`config.mk`:
```
export PLATFORM = sky130hd
export DESIGN_NAME = dfp_line_bridge_flat
export DESIGN_NICKNAME = d
export VERILOG_FILES = /design/src/rtl/mutative_types.sv /design/src/rtl/dfp_line_bridge_if.sv /design/src/rtl/dfp_beat_buffer.sv /design/src/rtl/dfp_line_bridge.sv /design/src/flat_wrapper.sv
export SDC_FILE = /design/constraint.sdc
export NUM_CORES = 1
export LEC_CHECK = 0
export CAP_MARGIN = 25
export CORE_AREA = 2 2 294 296
export CTS_CLUSTER_DIAMETER = 200
export DETAILED_ROUTE_END_ITERATION = 12
export DIE_AREA = 0 0 296 298
export PLACE_DENSITY = 0.54
export SYNTH_ARGS = -nofsm -noshare
export SYNTH_HDL_FRONTEND = slang
export SYNTH_SLANG_ARGS = --single-unit
```
`constraint.sdc`:
```
create_clock -name clk -period 7.6 [get_ports clk]
set_input_delay 2.28 -clock clk [delete_from_list [all_inputs] [get_ports clk]]
set_output_delay 2.28 -clock clk [all_outputs]
set_load 0.03 [all_outputs]
```
`src/rtl/mutative_types.sv`:
```
// mutative_types: shared types for the dfp line bridge.
//   BRIDGE_BEATS / BRIDGE_BURST_W : line geometry (4 x 64-bit beats = 256-bit line)
//   bridge_state_t                : bridge FSM state encoding
//   line_beats_t                  : a cache line viewed as an array of burst beats
//   sat_inc32 / sat_inc16         : saturating increment helpers for the perf counters
package mutative_types;

  localparam int BRIDGE_BEATS   = 4;
  localparam int BRIDGE_BURST_W = 64;
  localparam int BRIDGE_CNT_W   = $clog2(BRIDGE_BEATS);

  typedef logic [BRIDGE_CNT_W-1:0] beat_idx_t;

  localparam beat_idx_t LAST_BEAT = beat_idx_t'(BRIDGE_BEATS - 1);

  typedef enum logic [2:0] {
    ST_IDLE      = 3'd0,
    ST_WRITE     = 3'd1,
    ST_READ_REQ  = 3'd2,
    ST_READ_WAIT = 3'd3,
    ST_RESP      = 3'd4
  } bridge_state_t;

  typedef logic [BRIDGE_BEATS-1:0][BRIDGE_BURST_W-1:0] line_beats_t;

  function automatic logic [31:0] sat_inc32(input logic [31:0] v, input logic en);
    return (en && (v != '1)) ? v + 32'd1 : v;
  endfunction

  function automatic logic [15:0] sat_inc16(input logic [15:0] v, input logic en);
    return (en && (v != '1)) ? v + 16'd1 : v;
  endfunction

endpackage

```
`src/rtl/dfp_line_bridge_if.sv`:
```
// dfp_line_bridge_if: bundles the cache-side dfp port and the burst-memory
// bmem port of the line bridge.
//   slave  : bridge view (answers dfp requests, drives bmem commands/beats)
//   master : environment view (cache issues dfp requests, memory answers bmem)
interface dfp_line_bridge_if;
  import mutative_types::*;

  // cache side
  logic [31:0]               dfp_addr;
  logic                      dfp_read;
  logic                      dfp_write;
  line_beats_t               dfp_wdata;
  line_beats_t               dfp_rdata;
  logic                      dfp_resp;
  // burst memory side
  logic [31:0]               bmem_addr;
  logic                      bmem_read;
  logic                      bmem_write;
  logic [BRIDGE_BURST_W-1:0] bmem_wdata;
  logic                      bmem_ready;
  logic [31:0]               bmem_raddr;
  logic [BRIDGE_BURST_W-1:0] bmem_rdata;
  logic                      bmem_rvalid;

  modport slave (
    input  dfp_addr, dfp_read, dfp_write, dfp_wdata,
    input  bmem_ready, bmem_raddr, bmem_rdata, bmem_rvalid,
    output dfp_rdata, dfp_resp, bmem_addr, bmem_read, bmem_write, bmem_wdata
  );

  modport master (
    output dfp_addr, dfp_read, dfp_write, dfp_wdata,
    output bmem_ready, bmem_raddr, bmem_rdata, bmem_rvalid,
    input  dfp_rdata, dfp_resp, bmem_addr, bmem_read, bmem_write, bmem_wdata
  );

endinterface

```
`src/rtl/dfp_beat_buffer.sv`:
```
// dfp_beat_buffer: one cache line held as BRIDGE_BEATS burst beats.
//   clk, rst_n : clock, async active-low reset (clears the line)
//   load_en    : replace the whole line with load_line (takes priority)
//   wr_en      : overwrite beat idx with wr_beat
//   idx        : beat index shared by the write and read ports
//   rd_beat    : beat idx of the stored line
//   line       : the stored line
module dfp_beat_buffer
  import mutative_types::*;
(
  input  logic                      clk,
  input  logic                      rst_n,
  input  logic                      load_en,
  input  line_beats_t               load_line,
  input  logic                      wr_en,
  input  beat_idx_t                 idx,
  input  logic [BRIDGE_BURST_W-1:0] wr_beat,
  output logic [BRIDGE_BURST_W-1:0] rd_beat,
  output line_beats_t               line
);

  line_beats_t line_q, line_d;

  always_comb begin
    // NOTE: default assignment first so no path through this block leaves line_d unassigned (no latch).
    line_d = line_q;
    if (load_en) begin
      line_d = load_line;
    end else if (wr_en) begin
      line_d[idx] = wr_beat;
    end
  end

  // NOTE: the line is plain flops, not a RAM macro, so it is cleared on reset; a mid-burst reset must not leave stale beats visible.
  always_ff @(posedge clk or negedge rst_n) begin
    if (!rst_n) begin
      line_q <= '0;
    end else begin
      // NOTE: non-blocking assignment for every flop so all state updates see pre-edge values.
      line_q <= line_d;
    end
  end

  assign rd_beat = line_q[idx];
  assign line    = line_q;

endmodule

```
`src/rtl/dfp_line_bridge.sv`:
```
// dfp_line_bridge: services one 256-bit dfp line read/write as four 64-bit
// bmem beats and returns a one-cycle dfp_resp when the line is done.
//   clk, rst_n : clock, async active-low reset
//   bus        : dfp_line_bridge_if.slave (dfp request/response + bmem burst port)
// Optional build macro DFP_BRIDGE_PERF_EN adds saturating perf counters:
//   perf_rd_lines, perf_wr_lines, perf_stall_cycles (32 bit), perf_drop_beats (16 bit)
module dfp_line_bridge
  import mutative_types::*;
(
  input  logic               clk,
  input  logic               rst_n,
  dfp_line_bridge_if.slave   bus
`ifdef DFP_BRIDGE_PERF_EN
  ,
  output logic [31:0]        perf_rd_lines,
  output logic [31:0]        perf_wr_lines,
  output logic [31:0]        perf_stall_cycles,
  output logic [15:0]        perf_drop_beats
`endif
);

  bridge_state_t state_q, state_d;
  beat_idx_t     cnt_q,   cnt_d;
  logic [31:0]   addr_q,  addr_d;
  line_beats_t   rdata_q, rdata_d;

  logic                      buf_load, buf_wr;
  logic [BRIDGE_BURST_W-1:0] buf_rd_beat;
  line_beats_t               buf_line;
  line_beats_t               assembled;
  logic                      beat_ok;

  // Only beats tagged with the line we asked for count; anything else is dropped.
  assign beat_ok = bus.bmem_rvalid && (bus.bmem_raddr == addr_q);

  dfp_beat_buffer u_buf (
    .clk       (clk),
    .rst_n     (rst_n),
    .load_en   (buf_load),
    .load_line (bus.dfp_wdata),
    .wr_en     (buf_wr),
    .idx       (cnt_q),
    .wr_beat   (bus.bmem_rdata),
    .rd_beat   (buf_rd_beat),
    .line      (buf_line)
  );

  always_comb begin
    state_d  = state_q;
    cnt_d    = cnt_q;
    addr_d   = addr_q;
    rdata_d  = rdata_q;
    buf_load = 1'b0;
    buf_wr   = 1'b0;
    // The buffer only holds the last beat after the edge, so the completed
    // line is formed here to publish dfp_rdata in the same cycle.
    assembled        = buf_line;
    assembled[cnt_q] = bus.bmem_rdata;

    case (state_q)
      ST_IDLE: begin
        if (bus.dfp_write) begin
          addr_d   = bus.dfp_addr & ~32'h1F;
          cnt_d    = '0;
          buf_load = 1'b1;
          state_d  = ST_WRITE;
        end else if (bus.dfp_read) begin
          addr_d  = bus.dfp_addr & ~32'h1F;
          cnt_d   = '0;
          state_d = ST_READ_REQ;
        end
      end
      ST_WRITE: begin
        if (bus.bmem_ready) begin
          if (cnt_q == LAST_BEAT) begin
            cnt_d   = '0;
            state_d = ST_RESP;
          end else begin
            cnt_d = cnt_q + beat_idx_t'(1);
          end
        end
      end
      ST_READ_REQ: begin
        if (bus.bmem_ready) begin
          cnt_d   = '0;
          state_d = ST_READ_WAIT;
        end
      end
      ST_READ_WAIT: begin
        if (beat_ok) begin
          buf_wr = 1'b1;
          if (cnt_q == LAST_BEAT) begin
            rdata_d = assembled;
            cnt_d   = '0;
            state_d = ST_RESP;
          end else begin
            cnt_d = cnt_q + beat_idx_t'(1);
          end
        end
      end
      ST_RESP:  state_d = ST_IDLE;
      default:  state_d = ST_IDLE;
    endcase
  end

  always_ff @(posedge clk or negedge rst_n) begin
    if (!rst_n) begin
      state_q <= ST_IDLE;
      cnt_q   <= '0;
      addr_q  <= '0;
      rdata_q <= '0;
    end else begin
      state_q <= state_d;
      cnt_q   <= cnt_d;
      addr_q  <= addr_d;
      rdata_q <= rdata_d;
    end
  end

  assign bus.dfp_resp   = (state_q == ST_RESP);
  assign bus.dfp_rdata  = rdata_q;
  assign bus.bmem_addr  = addr_q;
  assign bus.bmem_read  = (state_q == ST_READ_REQ);
  assign bus.bmem_write = (state_q == ST_WRITE);
  assign bus.bmem_wdata = (state_q == ST_WRITE) ? buf_rd_beat : '0;

`ifdef DFP_BRIDGE_PERF_EN
  logic [31:0] perf_rd_q,    perf_rd_d;
  logic [31:0] perf_wr_q,    perf_wr_d;
  logic [31:0] perf_stall_q, perf_stall_d;
  logic [15:0] perf_drop_q,  perf_drop_d;
  logic        rd_done, wr_done, stall, drop;

  always_comb begin
    rd_done = (state_q == ST_READ_WAIT) && beat_ok && (cnt_q == LAST_BEAT);
    wr_done = (state_q == ST_WRITE) && bus.bmem_ready && (cnt_q == LAST_BEAT);
    stall   = (((state_q == ST_WRITE) || (state_q == ST_READ_REQ)) && !bus.bmem_ready)
           || ((state_q == ST_READ_WAIT) && !beat_ok);
    drop    = (state_q == ST_READ_WAIT) && bus.bmem_rvalid && !beat_ok;
    perf_rd_d    = sat_inc32(perf_rd_q, rd_done);
    perf_wr_d    = sat_inc32(perf_wr_q, wr_done);
    perf_stall_d = sat_inc32(perf_stall_q, stall);
    perf_drop_d  = sat_inc16(perf_drop_q, drop);
  end

  always_ff @(posedge clk or negedge rst_n) begin
    if (!rst_n) begin
      perf_rd_q    <= '0;
      perf_wr_q    <= '0;
      perf_stall_q <= '0;
      perf_drop_q  <= '0;
    end else begin
      perf_rd_q    <= perf_rd_d;
      perf_wr_q    <= perf_wr_d;
      perf_stall_q <= perf_stall_d;
      perf_drop_q  <= perf_drop_d;
    end
  end

  assign perf_rd_lines     = perf_rd_q;
  assign perf_wr_lines     = perf_wr_q;
  assign perf_stall_cycles = perf_stall_q;
  assign perf_drop_beats   = perf_drop_q;
`endif

endmodule

```
`src/flat_wrapper.sv`:
```
// flat-port wrapper written by rule: the top's interface ports become plain ports
module dfp_line_bridge_flat import mutative_types::*;
  (clk, rst_n, bus_dfp_addr, bus_dfp_read, bus_dfp_write, bus_dfp_wdata, bus_bmem_ready, bus_bmem_raddr, bus_bmem_rdata, bus_bmem_rvalid, bus_dfp_rdata, bus_dfp_resp, bus_bmem_addr, bus_bmem_read, bus_bmem_write, bus_bmem_wdata);
  dfp_line_bridge_if bus_i ();
  input  logic clk;
  input  logic rst_n;
  input wire logic [$bits(bus_i.dfp_addr)-1:0] bus_dfp_addr;
  input wire logic [$bits(bus_i.dfp_read)-1:0] bus_dfp_read;
  input wire logic [$bits(bus_i.dfp_write)-1:0] bus_dfp_write;
  input wire logic [$bits(bus_i.dfp_wdata)-1:0] bus_dfp_wdata;
  input wire logic [$bits(bus_i.bmem_ready)-1:0] bus_bmem_ready;
  input wire logic [$bits(bus_i.bmem_raddr)-1:0] bus_bmem_raddr;
  input wire logic [$bits(bus_i.bmem_rdata)-1:0] bus_bmem_rdata;
  input wire logic [$bits(bus_i.bmem_rvalid)-1:0] bus_bmem_rvalid;
  output wire logic [$bits(bus_i.dfp_rdata)-1:0] bus_dfp_rdata;
  output wire logic [$bits(bus_i.dfp_resp)-1:0] bus_dfp_resp;
  output wire logic [$bits(bus_i.bmem_addr)-1:0] bus_bmem_addr;
  output wire logic [$bits(bus_i.bmem_read)-1:0] bus_bmem_read;
  output wire logic [$bits(bus_i.bmem_write)-1:0] bus_bmem_write;
  output wire logic [$bits(bus_i.bmem_wdata)-1:0] bus_bmem_wdata;
  assign bus_i.dfp_addr = bus_dfp_addr;
  assign bus_i.dfp_read = bus_dfp_read;
  assign bus_i.dfp_write = bus_dfp_write;
  assign bus_i.dfp_wdata = bus_dfp_wdata;
  assign bus_i.bmem_ready = bus_bmem_ready;
  assign bus_i.bmem_raddr = bus_bmem_raddr;
  assign bus_i.bmem_rdata = bus_bmem_rdata;
  assign bus_i.bmem_rvalid = bus_bmem_rvalid;
  assign bus_dfp_rdata = bus_i.dfp_rdata;
  assign bus_dfp_resp = bus_i.dfp_resp;
  assign bus_bmem_addr = bus_i.bmem_addr;
  assign bus_bmem_read = bus_i.bmem_read;
  assign bus_bmem_write = bus_i.bmem_write;
  assign bus_bmem_wdata = bus_i.bmem_wdata;
  dfp_line_bridge u_core (.clk(clk), .rst_n(rst_n), .bus(bus_i));
endmodule
```
==> results.py <==
metrics = {
    "status": {
        "outcome": "finished, final reports clean",
    },
    "cts": {
        "cts_resized": 0,
        "clock_sinks": 544,
        "clkTransAtPathRegs_ns": 0.06,
        "ctsHoldBuffers": 0,
        "h-tree-depth": 3,
        "tritoncts": "built",
        "clk_latency_ns": 0.60,
        "cts_setup_buffers": 0,
        "clockBufferDepth": 3,
        "root_buffer": "clkbuf_16",
        "cts_made_buffers": 67,
    },
    "detailed_routing": {
        "drt_iter0_markers": 1250,
        "routedWlPerCell_um": 23.9,
        "antenna_left": 0,
        "via_per_inst": 5.07,
        "vias": 22200,
        "wl_um": 105000,
        "drc": 0,
        "first_pass_iters": 5,
    },
    "final_layout": {
        "fin_nets": 3567,
        "stdcell_count": 4376,
        "ff_latch_area_sq_um": 13600,
        "synthToLayoutAreaGrowth_pct": 39.3,
        "multi_input_area_sq_um": 12200,
        "final.fill_count": 8203,
        "drive_gt1_share_pct": 6.96,
    },
    "sta": {
        "slew_headroom_pct": 7.09,
        "setup_tns_ns": 0,
        "finalSetupViolCount": 0,
        "fin_skew_ns": 0.0370,
        "rsz0062_at_grt": "no",
        "tightestPinTransition_ns": 1.39,
        "finalHoldViolCount": 0,
        "slew_viol_final": 0,
        "finalCriticalPeriod_ns": 5.88,
        "fin_crit_sh_pct": 77.3,
        "fmax_mhz": 170,
        "holdWs_ns": 0.471,
    },
    "critical_path": {
        "startpoint": "u_core.state_q[0]$_DFFE_PN0P_",
        "reg2reg_depth": 8,
        "cp-start-kind": "register",
        "cp.arrival_ns": 3.60,
        "worstPathMaxFanout": 38,
        "cp-end-kind": "output port",
        "crit_required_ns": 5.32,
        "endpoint": "bus_bmem_wdata[43]",
        "critPathKind": "register to output port",
        "r2r_start": "u_core.cnt_q[1]$_DFFE_PN0P_",
        "rrSetupSlack_ns": 2.88,
        "rr_endpoint": "u_core.u_buf.line[218]$_DFFE_PN0P_",
    },
    "grt": {
        "antenna_found_initial": 19,
        "grt_pass1_vias": 23200,
        "gr-total-overflow": 0,
        "grt_max_degree": 218,
        "grt_pass1_wl_um": 154000,
        "grtUsageTotal_pct": 23.2,
    },
    "synthesis": {
        "synth_edf_count": 0,
        "syn_inst": 2534,
        "async_reset_ff_share_pct": 100,
        "syn-mean-instance-area_sq_um": 10.5,
        "synth_cell_type_count": 43,
        "syn_area_sq_um": 26700,
        "yosys_register_bits": 544,
        "synth_flop_cell": "dfrtp_1",
        "yosysSeqAreaShare_pct": 51.1,
        "yosys_warnings": 0,
    },
    "placement": {
        "port_buffers": 734,
        "dp.final_hpwl_um": 70300,
        "gp_congestion": 0.853,
        "place_inst": 4247,
    },
    "floorplanning": {
        "ios": 745,
        "coreArea_sq_um": 84900,
        "die_w_um": 296,
        "dieArea_sq_um": 88200,
        "start_util_pct": 31.4,
        "row_count": 107,
        "die_y_um": 298,
    },
    "power_and_ir_drop": {
        "power.leakage_nw": 18.5,
        "ir_drop_uv": 205,
        "totalPowerFinal_mw": 12.9,
        "cellPowerDensity_nw_per_um2": 348,
    },
    "hold_path": {
        "hold_path.class": "register to register",
        "hold_path_depth": 1,
    },
    "job": {
        "maxCapViolCount": 0,
    },
}
[cell usage in the layout, fill, tap and decap left out, types with 6 or more instances in the layout]
master           Yosys  layout
a21o_1             192     192
a31oi_1             65      65
and2_1              65      64
buf_12               0      12
buf_4                5      14
clkbuf_1           120      22
clkbuf_16            0      69
clkbuf_8             0      11
clkdlybuf4s50_1      0     733
clkinv_2             0       7
dfrtp_1            544     542
diode_2              0      12
inv_1                6       6
mux2_2              25      25
mux2i_1            386     386
mux4_2              64      64
nand2_1            460     459
nand2b_1             6       6
nor2_1             258     257
nor4_1               9       9
o21ai_0            195     195
xnor2_1              9       9
xor2_1              12      12
[cells by family (layout without fill, tap and decap cells)]
logic type | count (synthesis) | in the layout | share of synthesized area, %
xor gates and xnor gates | 21 | 21 | 0.690
adders and majority gates | 4 | 4 | 0.188
other | 1 | 17 | 0.0141
and+or+nand+nor | 825 | 825 | 12.7
DFF | 544 | 544 | 51.1
muxes | 475 | 475 | 21.0
AOI/OAI and AO/OA | 463 | 463 | 10.9
buffers and inverters | 201 | 883 | 3.45
[registers in the layout, summed over array words and instances, names as in the netlist]
signal and cells:
u_core.bus.dfp_rdata 256, u_core.u_buf.line 256, u_core.bus.bmem_addr 27, u_core.state_q 3, u_core.cnt_q 2
[power by group]
group / internal (mW) / switching, mW
logic: 2.50 / 2.97
clock network: 1.82 / 1.31
registers: 3.63 / 0.695
total: 7.95 / 4.97
[through the flow]
step	instance area (sq um)	worst slack (ns)	util, %
final	37100	1.72	43.8
after CTS	37100	1.68	43.7
after detailed placement	35000	1.72	41.2
after global placement	35000	1.79	41.2
after floorplan	26700	3.46	-
after global routing	37100	1.60	43.8
[Yosys cell counts (3+ instances only)]
master | n | area (sq um)
buf_8 | 6 | 90.1
nand4_1 | 5 | 31.3
clkbuf_1 | 120 | 450
xnor2_1 | 9 | 78.8
nand2b_1 | 6 | 37.5
nand2_1 | 460 | 1730
ha_1 | 4 | 50.1
and2_1 | 65 | 407
buf_2 | 58 | 290
mux4_2 | 64 | 1440
a21o_1 | 192 | 1440
nor3_1 | 4 | 20.0
inv_1 | 6 | 22.5
o21ai_0 | 195 | 976
a21oi_1 | 3 | 15.0
nor2_1 | 258 | 968
xor2_1 | 12 | 105
a31oi_1 | 65 | 407
buf_4 | 5 | 37.5
nor2b_1 | 5 | 31.3
mux2_2 | 25 | 282
mux2i_1 | 386 | 3860
nor4_2 | 3 | 37.5
nor4_1 | 9 | 56.3
dfrtp_1 | 544 | 13600
buf_1 | 5 | 18.8
[per-layer routing]
| layer | vias up | track usage (%) | share of wire, % | wire length [um] |
|---|---|---|---|---|
| li1 | 10100 | - | - | - |
| met2 | 651 | 39.5 | 50 | 52000 |
| met1 | 11300 | 28.9 | 41 | 42900 |
| met5 | - | 0 | 0.10 | 106 |
| met3 | 149 | 5.61 | 6.8 | 7090 |
| met4 | 16 | 7.30 | 2.4 | 2520 |
[critical path, cell delays in order, from the launching register on]
cell	delay [ns]
dfrtp_1	0.58
nand2b_1	0.23
nor2_4	0.82
buf_12	0.34
and2_1	0.24
clkdlybuf4s50_1	0.70
[area by class of cell]
class	count	area share (%)
diodes	12	0.0808
clock buffers	102	5.28
clock inverters	14	0.397
inverters	6	0.0606
multi-input cells	1793	32.9
flip-flops and latches	544	36.7
well taps	1144	3.85
repair buffers	761	20.8
[how the worst min path moves through the flow]
stage | startpoint | to | slack [ns]
after floorplan | u_core.u_buf.line[192]$_DFFE_PN0P_ | u_core.u_buf.line[192]$_DFFE_PN0P_ | 0.51
after global placement | u_core.bus.dfp_rdata[20]$_DFFE_PN0P_ | u_core.bus.dfp_rdata[20]$_DFFE_PN0P_ | 0.46
after detailed placement | u_core.bus.dfp_rdata[230]$_DFFE_PN0P_ | u_core.bus.dfp_rdata[230]$_DFFE_PN0P_ | 0.46
after CTS | u_core.bus.dfp_rdata[206]$_DFFE_PN0P_ | u_core.bus.dfp_rdata[206]$_DFFE_PN0P_ | 0.48
after global routing | u_core.bus.dfp_rdata[128]$_DFFE_PN0P_ | u_core.bus.dfp_rdata[128]$_DFFE_PN0P_ | 0.49
final | u_core.bus.dfp_rdata[31]$_DFFE_PN0P_ | u_core.bus.dfp_rdata[31]$_DFFE_PN0P_ | 0.47
Note: power is estimated with default switching activity, not from simulation.
